--- config.mk ---
export PLATFORM = sky130hd
export DESIGN_NAME = cop_issue_ctrl_flat
export DESIGN_NICKNAME = d
export VERILOG_FILES = /design/src/rtl/cop_issue_ctrl_if.sv /design/src/rtl/cop_issue_ctrl.sv /design/src/flat_wrapper.sv
export SDC_FILE = /design/constraint.sdc
export NUM_CORES = 1
export LEC_CHECK = 0
export ABC_AREA = 1
export BUFFER_PORTS_ARGS = -buffer_cell sky130_fd_sc_hd__buf_2
export CORE_MARGIN = 2
export CORE_UTILIZATION = 40
export DETAILED_ROUTE_END_ITERATION = 10
export PLACE_DENSITY_LB_ADDON = 0.1
export SYNTH_ARGS = -nofsm -noshare
export SYNTH_HDL_FRONTEND = slang
export SYNTH_SLANG_ARGS = --single-unit
export TNS_END_PERCENT = 1
--- constraint.sdc ---
create_clock -name cop_clk -period 1.9 [get_ports cop_clk]
set_input_delay 0.38 -clock cop_clk [delete_from_list [all_inputs] [get_ports cop_clk]]
set_output_delay 0.38 -clock cop_clk [all_outputs]
set_load 0.05 [all_outputs]
--- src/rtl/cop_issue_ctrl_if.sv ---
// Core / register-file / co-processor signal bundle for the co-processor issue controller.
// master = controller side, slave = core, write-back arbiter and ISE side.
interface cop_issue_ctrl_if;
    logic        core_valid;
    logic        core_ready;
    logic [31:0] core_insn;
    logic [31:0] core_rs1;
    logic [31:0] core_rs2;
    logic        core_done;
    logic        core_illegal;
    logic        core_timeout;
    logic        rf_we;
    logic [4:0]  rf_waddr;
    logic [31:0] rf_wdata;
    logic        rf_wgnt;
    logic        cop_valid;
    logic [31:0] cop_insn;
    logic [31:0] cop_rs1;
    logic [31:0] cop_rs2;
    logic        cop_rdywr;
    logic        cop_ready;
    logic        cop_wait;
    logic        cop_wr;
    logic [31:0] cop_rd;

    modport master (
        input  core_valid, core_insn, core_rs1, core_rs2, rf_wgnt,
               cop_ready, cop_wait, cop_wr, cop_rd,
        output core_ready, core_done, core_illegal, core_timeout,
               rf_we, rf_waddr, rf_wdata,
               cop_valid, cop_insn, cop_rs1, cop_rs2, cop_rdywr
    );

    modport slave (
        output core_valid, core_insn, core_rs1, core_rs2, rf_wgnt,
               cop_ready, cop_wait, cop_wr, cop_rd,
        input  core_ready, core_done, core_illegal, core_timeout,
               rf_we, rf_waddr, rf_wdata,
               cop_valid, cop_insn, cop_rs1, cop_rs2, cop_rdywr
    );
endinterface

--- src/rtl/cop_issue_ctrl.sv ---
// Issues one custom instruction to the co-processor, then retires its result via the RF port.
// Accept->done is 3 cycles with a 1-cycle ISE and immediate grant; core is stalled while busy.
module cop_issue_ctrl #(
    parameter int unsigned TIMEOUT = 16,
    parameter int unsigned CNT_W   = 8
) (
    input  logic              cop_clk,
    input  logic              cop_rst,
    cop_issue_ctrl_if.master  bus
);

    typedef enum logic [1:0] {IDLE, ISSUE, WRBK} state_e;

    localparam logic [CNT_W-1:0] CNT_MAX = '1;
    localparam logic [CNT_W-1:0] CNT_TO  = CNT_W'(TIMEOUT - 1);

    state_e           state_q;
    logic [CNT_W-1:0] cnt_q;
    logic [31:0]      insn_q;
    logic [31:0]      rs1_q;
    logic [31:0]      rs2_q;
    logic             cop_valid_q;
    logic             rf_we_q;
    logic [4:0]       rf_waddr_q;
    logic [31:0]      rf_wdata_q;
    logic             done_q;
    logic             illegal_q;
    logic             timeout_q;

    always_ff @(posedge cop_clk) begin
        if (cop_rst) begin
            state_q     <= IDLE;
            cnt_q       <= '0;
            insn_q      <= '0;
            rs1_q       <= '0;
            rs2_q       <= '0;
            cop_valid_q <= 1'b0;
            rf_we_q     <= 1'b0;
            rf_waddr_q  <= '0;
            rf_wdata_q  <= '0;
            done_q      <= 1'b0;
            illegal_q   <= 1'b0;
            timeout_q   <= 1'b0;
        end else begin
            done_q    <= 1'b0;
            illegal_q <= 1'b0;
            timeout_q <= 1'b0;
            case (state_q)
                IDLE: begin
                    if (bus.core_valid) begin
                        insn_q      <= bus.core_insn;
                        rs1_q       <= bus.core_rs1;
                        rs2_q       <= bus.core_rs2;
                        cnt_q       <= '0;
                        cop_valid_q <= 1'b1;
                        state_q     <= ISSUE;
                    end
                end
                ISSUE: begin
                    // The operand registers double as the bus drivers, so they are
                    // zeroed on every exit to keep cop_insn/rs1/rs2 at 0 when idle.
                    if (bus.cop_wait) begin
                        if (cnt_q != CNT_MAX) begin
                            cnt_q <= cnt_q + CNT_W'(1);
                        end
                        if (TIMEOUT != 0 && cnt_q == CNT_TO) begin
                            timeout_q   <= 1'b1;
                            cop_valid_q <= 1'b0;
                            insn_q      <= '0;
                            rs1_q       <= '0;
                            rs2_q       <= '0;
                            state_q     <= IDLE;
                        end
                    end else if (bus.cop_wr) begin
                        if (bus.cop_ready) begin
                            rf_wdata_q  <= bus.cop_rd;
                            rf_waddr_q  <= insn_q[11:7];
                            cop_valid_q <= 1'b0;
                            insn_q      <= '0;
                            rs1_q       <= '0;
                            rs2_q       <= '0;
                            if (insn_q[11:7] != 5'd0) begin
                                rf_we_q <= 1'b1;
                                state_q <= WRBK;
                            end else begin
                                done_q  <= 1'b1;
                                state_q <= IDLE;
                            end
                        end
                    end else begin
                        illegal_q   <= 1'b1;
                        cop_valid_q <= 1'b0;
                        insn_q      <= '0;
                        rs1_q       <= '0;
                        rs2_q       <= '0;
                        state_q     <= IDLE;
                    end
                end
                WRBK: begin
                    if (bus.rf_wgnt) begin
                        rf_we_q <= 1'b0;
                        done_q  <= 1'b1;
                        state_q <= IDLE;
                    end
                end
                default: state_q <= IDLE;
            endcase
        end
    end

    assign bus.core_ready   = (state_q == IDLE) && !cop_rst;
    assign bus.core_done    = done_q;
    assign bus.core_illegal = illegal_q;
    assign bus.core_timeout = timeout_q;
    assign bus.rf_we        = rf_we_q;
    assign bus.rf_waddr     = rf_waddr_q;
    assign bus.rf_wdata     = rf_wdata_q;
    assign bus.cop_valid    = cop_valid_q;
    assign bus.cop_rdywr    = cop_valid_q;
    assign bus.cop_insn     = insn_q;
    assign bus.cop_rs1      = rs1_q;
    assign bus.cop_rs2      = rs2_q;

endmodule

--- src/flat_wrapper.sv ---
// flat-port wrapper written by rule: the top's interface ports become plain ports
module cop_issue_ctrl_flat 
#(
    parameter int unsigned TIMEOUT = 16,
    parameter int unsigned CNT_W   = 8
)
  (cop_clk, cop_rst, bus_core_valid, bus_core_insn, bus_core_rs1, bus_core_rs2, bus_rf_wgnt, bus_cop_ready, bus_cop_wait, bus_cop_wr, bus_cop_rd, bus_core_ready, bus_core_done, bus_core_illegal, bus_core_timeout, bus_rf_we, bus_rf_waddr, bus_rf_wdata, bus_cop_valid, bus_cop_insn, bus_cop_rs1, bus_cop_rs2, bus_cop_rdywr);
  cop_issue_ctrl_if bus_i ();
  input  logic cop_clk;
  input  logic cop_rst;
  input wire logic [$bits(bus_i.core_valid)-1:0] bus_core_valid;
  input wire logic [$bits(bus_i.core_insn)-1:0] bus_core_insn;
  input wire logic [$bits(bus_i.core_rs1)-1:0] bus_core_rs1;
  input wire logic [$bits(bus_i.core_rs2)-1:0] bus_core_rs2;
  input wire logic [$bits(bus_i.rf_wgnt)-1:0] bus_rf_wgnt;
  input wire logic [$bits(bus_i.cop_ready)-1:0] bus_cop_ready;
  input wire logic [$bits(bus_i.cop_wait)-1:0] bus_cop_wait;
  input wire logic [$bits(bus_i.cop_wr)-1:0] bus_cop_wr;
  input wire logic [$bits(bus_i.cop_rd)-1:0] bus_cop_rd;
  output wire logic [$bits(bus_i.core_ready)-1:0] bus_core_ready;
  output wire logic [$bits(bus_i.core_done)-1:0] bus_core_done;
  output wire logic [$bits(bus_i.core_illegal)-1:0] bus_core_illegal;
  output wire logic [$bits(bus_i.core_timeout)-1:0] bus_core_timeout;
  output wire logic [$bits(bus_i.rf_we)-1:0] bus_rf_we;
  output wire logic [$bits(bus_i.rf_waddr)-1:0] bus_rf_waddr;
  output wire logic [$bits(bus_i.rf_wdata)-1:0] bus_rf_wdata;
  output wire logic [$bits(bus_i.cop_valid)-1:0] bus_cop_valid;
  output wire logic [$bits(bus_i.cop_insn)-1:0] bus_cop_insn;
  output wire logic [$bits(bus_i.cop_rs1)-1:0] bus_cop_rs1;
  output wire logic [$bits(bus_i.cop_rs2)-1:0] bus_cop_rs2;
  output wire logic [$bits(bus_i.cop_rdywr)-1:0] bus_cop_rdywr;
  assign bus_i.core_valid = bus_core_valid;
  assign bus_i.core_insn = bus_core_insn;
  assign bus_i.core_rs1 = bus_core_rs1;
  assign bus_i.core_rs2 = bus_core_rs2;
  assign bus_i.rf_wgnt = bus_rf_wgnt;
  assign bus_i.cop_ready = bus_cop_ready;
  assign bus_i.cop_wait = bus_cop_wait;
  assign bus_i.cop_wr = bus_cop_wr;
  assign bus_i.cop_rd = bus_cop_rd;
  assign bus_core_ready = bus_i.core_ready;
  assign bus_core_done = bus_i.core_done;
  assign bus_core_illegal = bus_i.core_illegal;
  assign bus_core_timeout = bus_i.core_timeout;
  assign bus_rf_we = bus_i.rf_we;
  assign bus_rf_waddr = bus_i.rf_waddr;
  assign bus_rf_wdata = bus_i.rf_wdata;
  assign bus_cop_valid = bus_i.cop_valid;
  assign bus_cop_insn = bus_i.cop_insn;
  assign bus_cop_rs1 = bus_i.cop_rs1;
  assign bus_cop_rs2 = bus_i.cop_rs2;
  assign bus_cop_rdywr = bus_i.cop_rdywr;
  cop_issue_ctrl #(.TIMEOUT(TIMEOUT), .CNT_W(CNT_W)) u_core (.cop_clk(cop_clk), .cop_rst(cop_rst), .bus(bus_i));
endmodule
==> results of run 1 <==
-- final timing paths --
kind / start / endpoint / slack, ps / cells past startpoint
hold / removal: cop_rst / u_core.bus.core_done / 190 / 2
setup reg to reg: u_core.state_q[0] / u_core.bus.cop_rs1[24] / 220 / 10
hold reg to reg: u_core.bus.cop_insn[14] / u_core.bus.cop_insn[14] / 460 / 2
setup / recovery: u_core.state_q[0] / bus_core_ready / 110 / 5
-- flip-flops by register name, summed over array words and instances, names as in the netlist, 2 cells and up --
register and flops:
u_core.cnt_q 8, u_core.bus.rf_waddr 5, u_core.bus.cop_rs1 32, u_core.bus.cop_rs2 32, u_core.bus.rf_wdata 32, u_core.state_q 2
u_core.bus.cop_insn 32
-- what timing repair did --
item | 4_1_cts | 5_1_grt
resized for setup | 0 | 5
setup endpoints to repair | 0 | 15
setup buffers | 0 | 0
-- critical path, cell delays in order (launching register included) --
cell     delay (ps)
dfxtp_1         310
inv_1           100
ha_1            210
inv_1            80
nor2_1           90
buf_4           200
-- power by group --
group / switching, mW / total (mW) / leakage [nW] / internal (mW)
sequential: 0.438 / 4.38 / 1.21 / 3.94
combinational: 5.31 / 7.13 / 2.20 / 1.82
clock: 1.34 / 3.59 / 0.304 / 2.25
-- kinds of logic after synthesis --
kind of cell / share of synthesized area, %
buffers and inverters: 6.27
AO/OA/AOI/OAI: 15.5
adder cells (fa/ha/maj): 0.886
AND/OR/NAND/NOR: 25.0
flip-flops: 52.4
-- synthesized netlist by cell type, drive strengths merged --
master  count
a21oi     104
buf        27
clkbuf     17
dfxtp     148
ha          4
inv        29
nand2     236
nand3      11
nand4       2
nor2       93
nor3        2
nor3b       1
nor4        1
o21ai      42
o21bai      2
-- per-layer routing --
metal	vias up	wire length (um)	global-route usage [%]
met1	2355	6400	24.4
met4	0	356	8.12
li1	2806	-	-
met2	172	7290	32.5
met5	-	0	0
met3	28	1340	7.76
-- area by class of cell --
type	instances	area share (%)
multi-input combinational	498	29.9
sequential	148	37.8
clock buffer	18	5.60
tap	180	2.87
inverter	29	1.42
clock inverter	14	2.50
timing repair buffer	287	19.9
==> out/results.ini, run 1 <==
[finish]
final_cell_area_um2 = 7840
area_growth_pct = 38.8
final_nets = 1120
mostFrequentLayoutCell = buf_2
layout_common_cells = buf_2, nand2_1, dfxtp_1
fillCellCount = 1355
fin_util_pct = 56.7
multi_input_area_um2 = 2350
diodes = 0
fin_cells = 1174
register_area_um2 = 2960
drive_gt1_share_pct = 38.8

[global_routing]
grt_pass1_wl_mm = 24.2
grtUsageTotal_pct = 20.3
overflow = 0
grt_pass1_vias = 4952
antenna_found_initial = 0
grt_max_degree = 99

[pwr]
ir_worst_vdd_uv = 947
total_power_mw = 15.1
p_per_area_nw_per_um2 = 1920
p_leak_nw = 3.72

[sta]
fmax_mhz = 559
fin_skew_ps = 5.32
worst_pin_slew_ps = 546
drv_slew = 0
hold_violations = 0
fin_crit_sh_pct = 94.2
holdWs_ps = 189
setup_viol = 0
timing.final.ws_setup_ps = 110
slew_headroom_pct = 63.6
finalCriticalPeriod_ps = 1790
fin_setup_tns_ps = 0
rsz0062_at_grt = false

[placed_design]
place_inst = 1142
dpl_worst_slack_ps = 146
dp_hpwl_mm = 10.8
gp_congestion = 0.825
io_buffers = 274
dpl_cell_area_um2 = 7190

[die]
die-area_um2 = 15100
initial_core_util_pct = 40.9
chipHeight_um = 123
die_x_um = 123
num_rows = 43
ioPinCount = 275
coreArea_um2 = 13800

[synthesis]
syn_inst = 719
yosys-top-cells-area = dfxtp_1, nand2_1, a21oi_1
synth_seq_cells = 148
yosysTopAreaCellShare_pct = 52.4
synth_top_cell_by_area = dfxtp_1
synthesis.area_um2 = 5650
synth_cell_types = 29
ys_warn_count = 0
syn_area_per_cell_um2 = 7.86
ys_seq_area_share_pct = 52.4
synth_fp_nets = 858

[route]
wl_per_cell_um = 13.1
via_count = 5361
post_drt_via_cell_ratio = 4.57
drc = 0
routed_wl_mm = 15.4
drtIter0Drc = 270
drt_pass1_iterations = 4
final_antenna_net_count = 0

[status]
status = finished, final reports clean

[worst_hold_path]
holdCritPathClass = input port to flop

[critical_path]
crit_type = flop to output pin
arrival_ps = 1410
worst_setup_path_end_kind = output pin
crit_fanout = 3
start_kind = flop
crit_required_ps = 1520

[clocking]
cts_num_sinks = 148
htreeDepth = 4
cts-root-buf = clkbuf_16
cts_buffer_depth = 2
cts_tree = built
insertion_delay_ps = 420
holdBufCountCts = 0
clkTransAtPathRegs_ps = 60
cts_made_buffers = 17

[flow_run]
drv_cap = 0

(Power assumes the default switching activity.)
==> run 2, diff against run 1 <==
--- a/config.mk
+++ b/config.mk
@@ -11,6 +11,7 @@
 export CORE_UTILIZATION = 40
 export DETAILED_ROUTE_END_ITERATION = 10
 export PLACE_DENSITY_LB_ADDON = 0.1
+export SLEW_MARGIN = 20
 export SYNTH_ARGS = -nofsm -noshare
 export SYNTH_HDL_FRONTEND = slang
 export SYNTH_SLANG_ARGS = --single-unit
==> constraint.sdc (replaced) <==
create_clock -name cop_clk -period 2.04 [get_ports cop_clk]
set_input_delay 0.408 -clock cop_clk [delete_from_list [all_inputs] [get_ports cop_clk]]
set_output_delay 0.408 -clock cop_clk [all_outputs]
set_load 0.05 [all_outputs]
==> run 2 against run 1 <==
Clock power shrank 8.9%. Setup slack gained 57 ps. Register-to-register slack lost 30 ps. Clock skew grew 0.64 ps. Critical path type unchanged. Critical endpoint unchanged. Highest routed layer unchanged.
==> out/results.ini, run 2 (same netlist as run 1, synthesis figures left out) <==
[critical_path]
start_kind = flop  ; unchanged
arrival_ps = 1470  ; was 1410 ps
worst_setup_path_end_kind = output pin  ; unchanged
crit_required_ps = 1630  ; was 1520 ps
max_stage_delay_ps = 310  ; about the same
path_common_cell = inv_1  ; unchanged
path_cells = inv_1 > ha_1 > inv_1 > nor2_1 > buf_2  ; was inv_1 > ha_1 > inv_1 > nor2_1 > buf_4
cp_slowest_cell = dfxtp_1  ; unchanged
r2r_start = u_core.state_q[1]  ; was u_core.state_q[0]
crit_type = flop to output pin  ; unchanged
crit_fanout = 3  ; unchanged
cp-startpoint = u_core.state_q[0]  ; unchanged

[clocking]
cts_setup_buffers = 0  ; unchanged
htreeDepth = 4  ; unchanged
cts_tree = built  ; unchanged
holdBufCountCts = 0  ; unchanged
insertion_delay_ps = 420  ; about the same
cts_buffer_depth = 2  ; unchanged
cts-root-buf = clkbuf_16  ; unchanged
cts_made_buffers = 17  ; unchanged
clkTransAtPathRegs_ps = 60  ; about the same
cts_resized = 0  ; unchanged
cts_num_sinks = 148  ; unchanged

[sta]
finalCriticalPeriod_ps = 1870
drv_slew = 0  ; unchanged
setup_viol = 0  ; unchanged
hold_violations = 0  ; unchanged
rsz0062_at_grt = false  ; unchanged
worst_pin_slew_ps = 560  ; was 546 ps
fin_crit_sh_pct = 91.8
slew_headroom_pct = 62.7  ; was 63.6%
fin_setup_tns_ps = 0  ; unchanged
fin_skew_ps = 5.97  ; was 5.32 ps
timing.final.ws_setup_ps = 166  ; was 110 ps
fmax_mhz = 534

[global_routing]
overflow = 0  ; unchanged
antenna_found_initial = 0  ; unchanged
grt_pass1_vias = 5155  ; was 4952
grt_pass1_wl_mm = 24.8  ; was 24.2 mm
grtUsageTotal_pct = 21.0  ; was 20.3%
grt_max_degree = 99  ; unchanged

[route]
routed_wl_mm = 15.6  ; was 15.4 mm
via_count = 5352  ; was 5361
final_antenna_net_count = 0  ; unchanged
drtIter0Drc = 300  ; was 270
drt_pass1_iterations = 4  ; unchanged
post_drt_via_cell_ratio = 4.55  ; was 4.57
drc = 0  ; unchanged
wl_per_cell_um = 13.3  ; was 13.1 um

[pwr]
p_leak_nw = 3.72  ; about the same
p_per_area_nw_per_um2 = 1780  ; was 1920 nW/um^2
ir_worst_vdd_uv = 856  ; was 947 uV
total_power_mw = 13.9  ; was 15.1 mW

[die]
initial_core_util_pct = 40.9  ; unchanged
coreArea_um2 = 13800  ; unchanged
die-area_um2 = 15100  ; unchanged
num_rows = 43  ; unchanged
die_x_um = 123  ; unchanged
chipHeight_um = 123  ; unchanged
ioPinCount = 275  ; unchanged

[finish]
final_cell_area_um2 = 7810  ; was 7840 um^2
final_nets = 1121  ; was 1120
layout_common_cells = buf_2, nand2_1, dfxtp_1  ; unchanged
drive_gt1_share_pct = 38.7  ; was 38.8%
area_growth_pct = 38.3  ; was 38.8%
fin_cells = 1176  ; was 1174
fillCellCount = 1380  ; was 1355
mostFrequentLayoutCell = buf_2  ; unchanged

[placed_design]
io_buffers = 274  ; unchanged
gp_congestion = 0.817  ; was 0.825
dp_hpwl_mm = 11.1  ; was 10.8 mm
place_inst = 1143  ; was 1142
dpl_worst_slack_ps = 197  ; was 146 ps
dpl_cell_area_um2 = 7190  ; about the same

[status]
status = finished, final reports clean  ; unchanged

[flow_run]
drv_cap = 0  ; unchanged

[worst_hold_path]
hp-start = cop_rst  ; unchanged
holdCritPathClass = input port to flop  ; unchanged

==> run 2: per-stage QoR <==
stage               utilization (%)  hold slack, ps
finish                         56.5             224
floorplan                         -             436
global route                   56.5             217
CTS                            56.5             207
global placement               52.0             446
detailed placement             52.0             448
==> run 2: area by class of cell <==
cell class,count,area (um^2),share of cell area (%)
flip-flops and latches,148,2960,37.9
inverters,29,111,1.43
well taps,180,225,2.88
repair buffers,288,1550,19.9
clock inverters,14,184,2.35
clock buffers,18,439,5.62
multi-input cells,498,2330,29.9
diodes,1,2.50,0.0320
==> run 2: worst max-delay path, delay by kind of cell, from the launching register on <==
family,cells,cell delay [ps]
adder cells (fa/ha/maj),1,220
AND/OR/NAND/NOR,1,80
flip-flops,1,310
buffers and inverters,3,440
==> run 2: final timing paths <==
check	end	slack, ps	cells past startpoint
worst max-delay path	bus_core_ready	170	5
worst min-delay path	u_core.bus.core_done	220	2
worst min register to register	u_core.bus.cop_rs1[0]	460	2
worst max register to register	u_core.bus.cop_rs1[8]	190	8
==> run 2: where the power goes <==
part           internal, mW  switching, mW
logic                  1.65           4.92
registers              3.67          0.414
clock network          2.07           1.20
total                  7.39           6.54
==> run 2: per-layer routing <==
metal  up-vias  track usage, %  routed length (um)  part of all wire [%]
li1       2806               -                   -                     -
met1      2337            24.7                6460                    41
met2       183            34.0                7410                    47
met3        26            8.88                1460                   9.4
met4         0            7.83                 293                   1.9
met5         -               0                   0                     0
==> run 3, diff against run 2 <==
--- a/config.mk
+++ b/config.mk
@@ -11,6 +11,7 @@
 export CORE_UTILIZATION = 40
 export DETAILED_ROUTE_END_ITERATION = 10
 export PLACE_DENSITY_LB_ADDON = 0.1
+export SETUP_SLACK_MARGIN = 0.05
 export SLEW_MARGIN = 20
 export SYNTH_ARGS = -nofsm -noshare
 export SYNTH_HDL_FRONTEND = slang
==> constraint.sdc (replaced) <==
create_clock -name cop_clk -period 2.4 [get_ports cop_clk]
set_input_delay 0.48 -clock cop_clk [delete_from_list [all_inputs] [get_ports cop_clk]]
set_output_delay 0.48 -clock cop_clk [all_outputs]
set_load 0.05 [all_outputs]
==> run 3 against run 2 <==
Via count is 0.58% higher. Setup slack better by 280 ps. Critical endpoint unchanged. Non-clock buffer count is 5 higher. Critical path depth stayed put. Clock-buffer cell count is 5 higher. Routed wire length is 1.0% higher. Largest power group unchanged. Sequential power is 15% lower.
==> out/results.ini, run 3 (same netlist as run 1, synthesis figures left out) <==
[critical_path]
arrival_ps = 1480  ; was 1470 ps
rrSetupSlack_ps = 460  ; was 190 ps
worstSetupEndpoint = bus_core_ready  ; unchanged
crit_required_ps = 1920  ; was 1630 ps
worst_setup_path_end_kind = output pin  ; unchanged
r2r_cells = 9  ; was 8
crit_type = flop to output pin  ; unchanged
start_kind = flop  ; unchanged
cp-startpoint = u_core.state_q[0]  ; unchanged
crit_fanout = 3  ; unchanged
r2r_start = u_core.state_q[1]  ; unchanged
r2r-end = u_core.bus.cop_insn[14]  ; was u_core.bus.cop_rs1[8]

[sta]
fin_crit_sh_pct = 81.6
holdWs_ps = 299  ; was 224 ps
setup_viol = 0  ; unchanged
timing.final.ws_setup_ps = 442  ; was 166 ps
fin_skew_ps = 8.85  ; was 5.97 ps
fmax_mhz = 511
rsz0062_at_grt = false  ; unchanged
hold_violations = 0  ; unchanged
fin_setup_tns_ps = 0  ; unchanged
worst_pin_slew_ps = 548  ; was 560 ps
drv_slew = 0  ; unchanged
slew_headroom_pct = 63.5  ; was 62.7%
finalCriticalPeriod_ps = 1960

[pwr]
p_sw_mw = 5.57  ; was 6.54 mW
intPower_mw = 6.38  ; was 7.39 mW
p_sw_share_pct = 46.6  ; was 46.9%
p_leak_nw = 3.75  ; was 3.72 nW
total_power_mw = 12.0  ; was 13.9 mW
p_comb_share_pct = 47.7  ; was 47.1%
p_per_area_nw_per_um2 = 1520  ; was 1780 nW/um^2
clkPwrFrac_pct = 23.2  ; was 23.5%
p_seq_share_pct = 29.1  ; was 29.3%
ir_worst_vdd_uv = 768  ; was 856 uV

[placed_design]
dpl_worst_slack_ps = 448  ; was 197 ps
dpl_cell_area_um2 = 7230  ; was 7190 um^2
dp_hpwl_mm = 11.2  ; was 11.1 mm
io_buffers = 274  ; unchanged
gp_congestion = 0.846  ; was 0.817

[finish]
area_growth_pct = 38.8  ; was 38.3%
final_nets = 1126  ; was 1121
final_cell_area_um2 = 7850  ; was 7810 um^2
drive_gt1_share_pct = 38.8  ; was 38.7%
mostFrequentLayoutCell = buf_2  ; unchanged
diodes = 0  ; was 1
layout_common_cells = buf_2, nand2_1, dfxtp_1  ; unchanged

[clocking]
htreeDepth = 4  ; unchanged
cts_setup_buffers = 0  ; unchanged
cts_resized = 0  ; unchanged
cts_num_sinks = 148  ; unchanged
holdBufCountCts = 0  ; unchanged
cts_made_buffers = 17  ; unchanged
cts-root-buf = clkbuf_16  ; unchanged
insertion_delay_ps = 420  ; about the same
cts_buffer_depth = 2  ; unchanged
cts_tree = built  ; unchanged
clkTransAtPathRegs_ps = 60  ; about the same

[flow_run]
drv_cap = 0  ; unchanged

[route]
drtIter0Drc = 309  ; was 300
post_drt_via_cell_ratio = 4.57  ; was 4.55
drc = 0  ; unchanged
drt_pass1_iterations = 5  ; was 4
wl_per_cell_um = 13.4  ; was 13.3 um
final_antenna_net_count = 0  ; unchanged
via_count = 5383  ; was 5352
routed_wl_mm = 15.8  ; was 15.6 mm

[die]
num_rows = 43  ; unchanged
die_x_um = 123  ; unchanged
die-area_um2 = 15100  ; unchanged
initial_core_util_pct = 40.9  ; unchanged
chipHeight_um = 123  ; unchanged
coreArea_um2 = 13800  ; unchanged
ioPinCount = 275  ; unchanged

[global_routing]
grt_pass1_vias = 5023  ; was 5155
overflow = 0  ; unchanged
grt_max_degree = 100  ; was 99
antenna_found_initial = 0  ; unchanged
grt_pass1_wl_mm = 24.6  ; was 24.8 mm
grtUsageTotal_pct = 20.8  ; was 21.0%

[worst_hold_path]
min_path_cells = 2  ; unchanged
holdCritPathClass = input port to flop  ; unchanged

[status]
status = finished, final reports clean  ; unchanged

[run 3: changes by cell type in the layout (fill, tap and decap cells not counted), sizes merged]
cell,before,now
bufinv,4,3
clkinv,8,5
clkbuf,18,23
diode,1,0
inv,30,29
clkinvlp,1,0
buf,288,293
[run 3: final cells by class]
cell class | instances | area (um^2)
clock buffers | 23 | 498
inverters | 29 | 111
flip-flops and latches | 148 | 2960
fillers | 1392 | 5980
repair buffers | 293 | 1590
well taps | 180 | 225
clock inverters | 8 | 123
multi-input cells | 498 | 2330
[run 3: stage by stage]
step / cells / util, %
3_5_place_dp: 1148 / 52.3
5_1_grt: 1179 / 56.7
3_3_place_gp: 1148 / 52.3
4_1_cts: 1179 / 56.7
2_1_floorplan: 719 / -
6_report: 1179 / 56.7
[run 3: metal layers]
metal | GRT usage [%] | vias to the layer above | wire [um]
li1 | - | 2820 | -
met1 | 24.2 | 2362 | 6490
met2 | 34.0 | 184 | 7600
met3 | 8.22 | 17 | 1430
met4 | 8.41 | 0 | 263
met5 | 0 | - | 0
[run 3: critical path, cell delays in order (launching register included)]
cell	delay [ps]
dfxtp_1	310
inv_1	100
ha_1	230
inv_1	80
nor2_1	80
buf_2	260
[run 3: worst min-delay path by stage]
stage | startpoint | to | slack [ps]
finish | cop_rst | u_core.bus.core_illegal | 300
global route | cop_rst | u_core.bus.core_illegal | 290
CTS | cop_rst | u_core.bus.core_illegal | 280
detailed placement | u_core.bus.cop_insn[16] | u_core.bus.cop_insn[16] | 450
global placement | u_core.bus.cop_insn[20] | u_core.bus.cop_insn[20] | 450
floorplan | u_core.cnt_q[4] | u_core.cnt_q[4] | 440
[run 3: power by group through the flow]
stage	Clock (mW)	Sequential [mW]	Combinational, mW
after floorplan	0	5.70	2.14
after global placement	0	3.51	5.77
after detailed placement	0	3.51	5.77
after CTS	2.85	3.48	5.78
after global routing	2.95	3.56	6.15
final	2.78	3.48	5.71
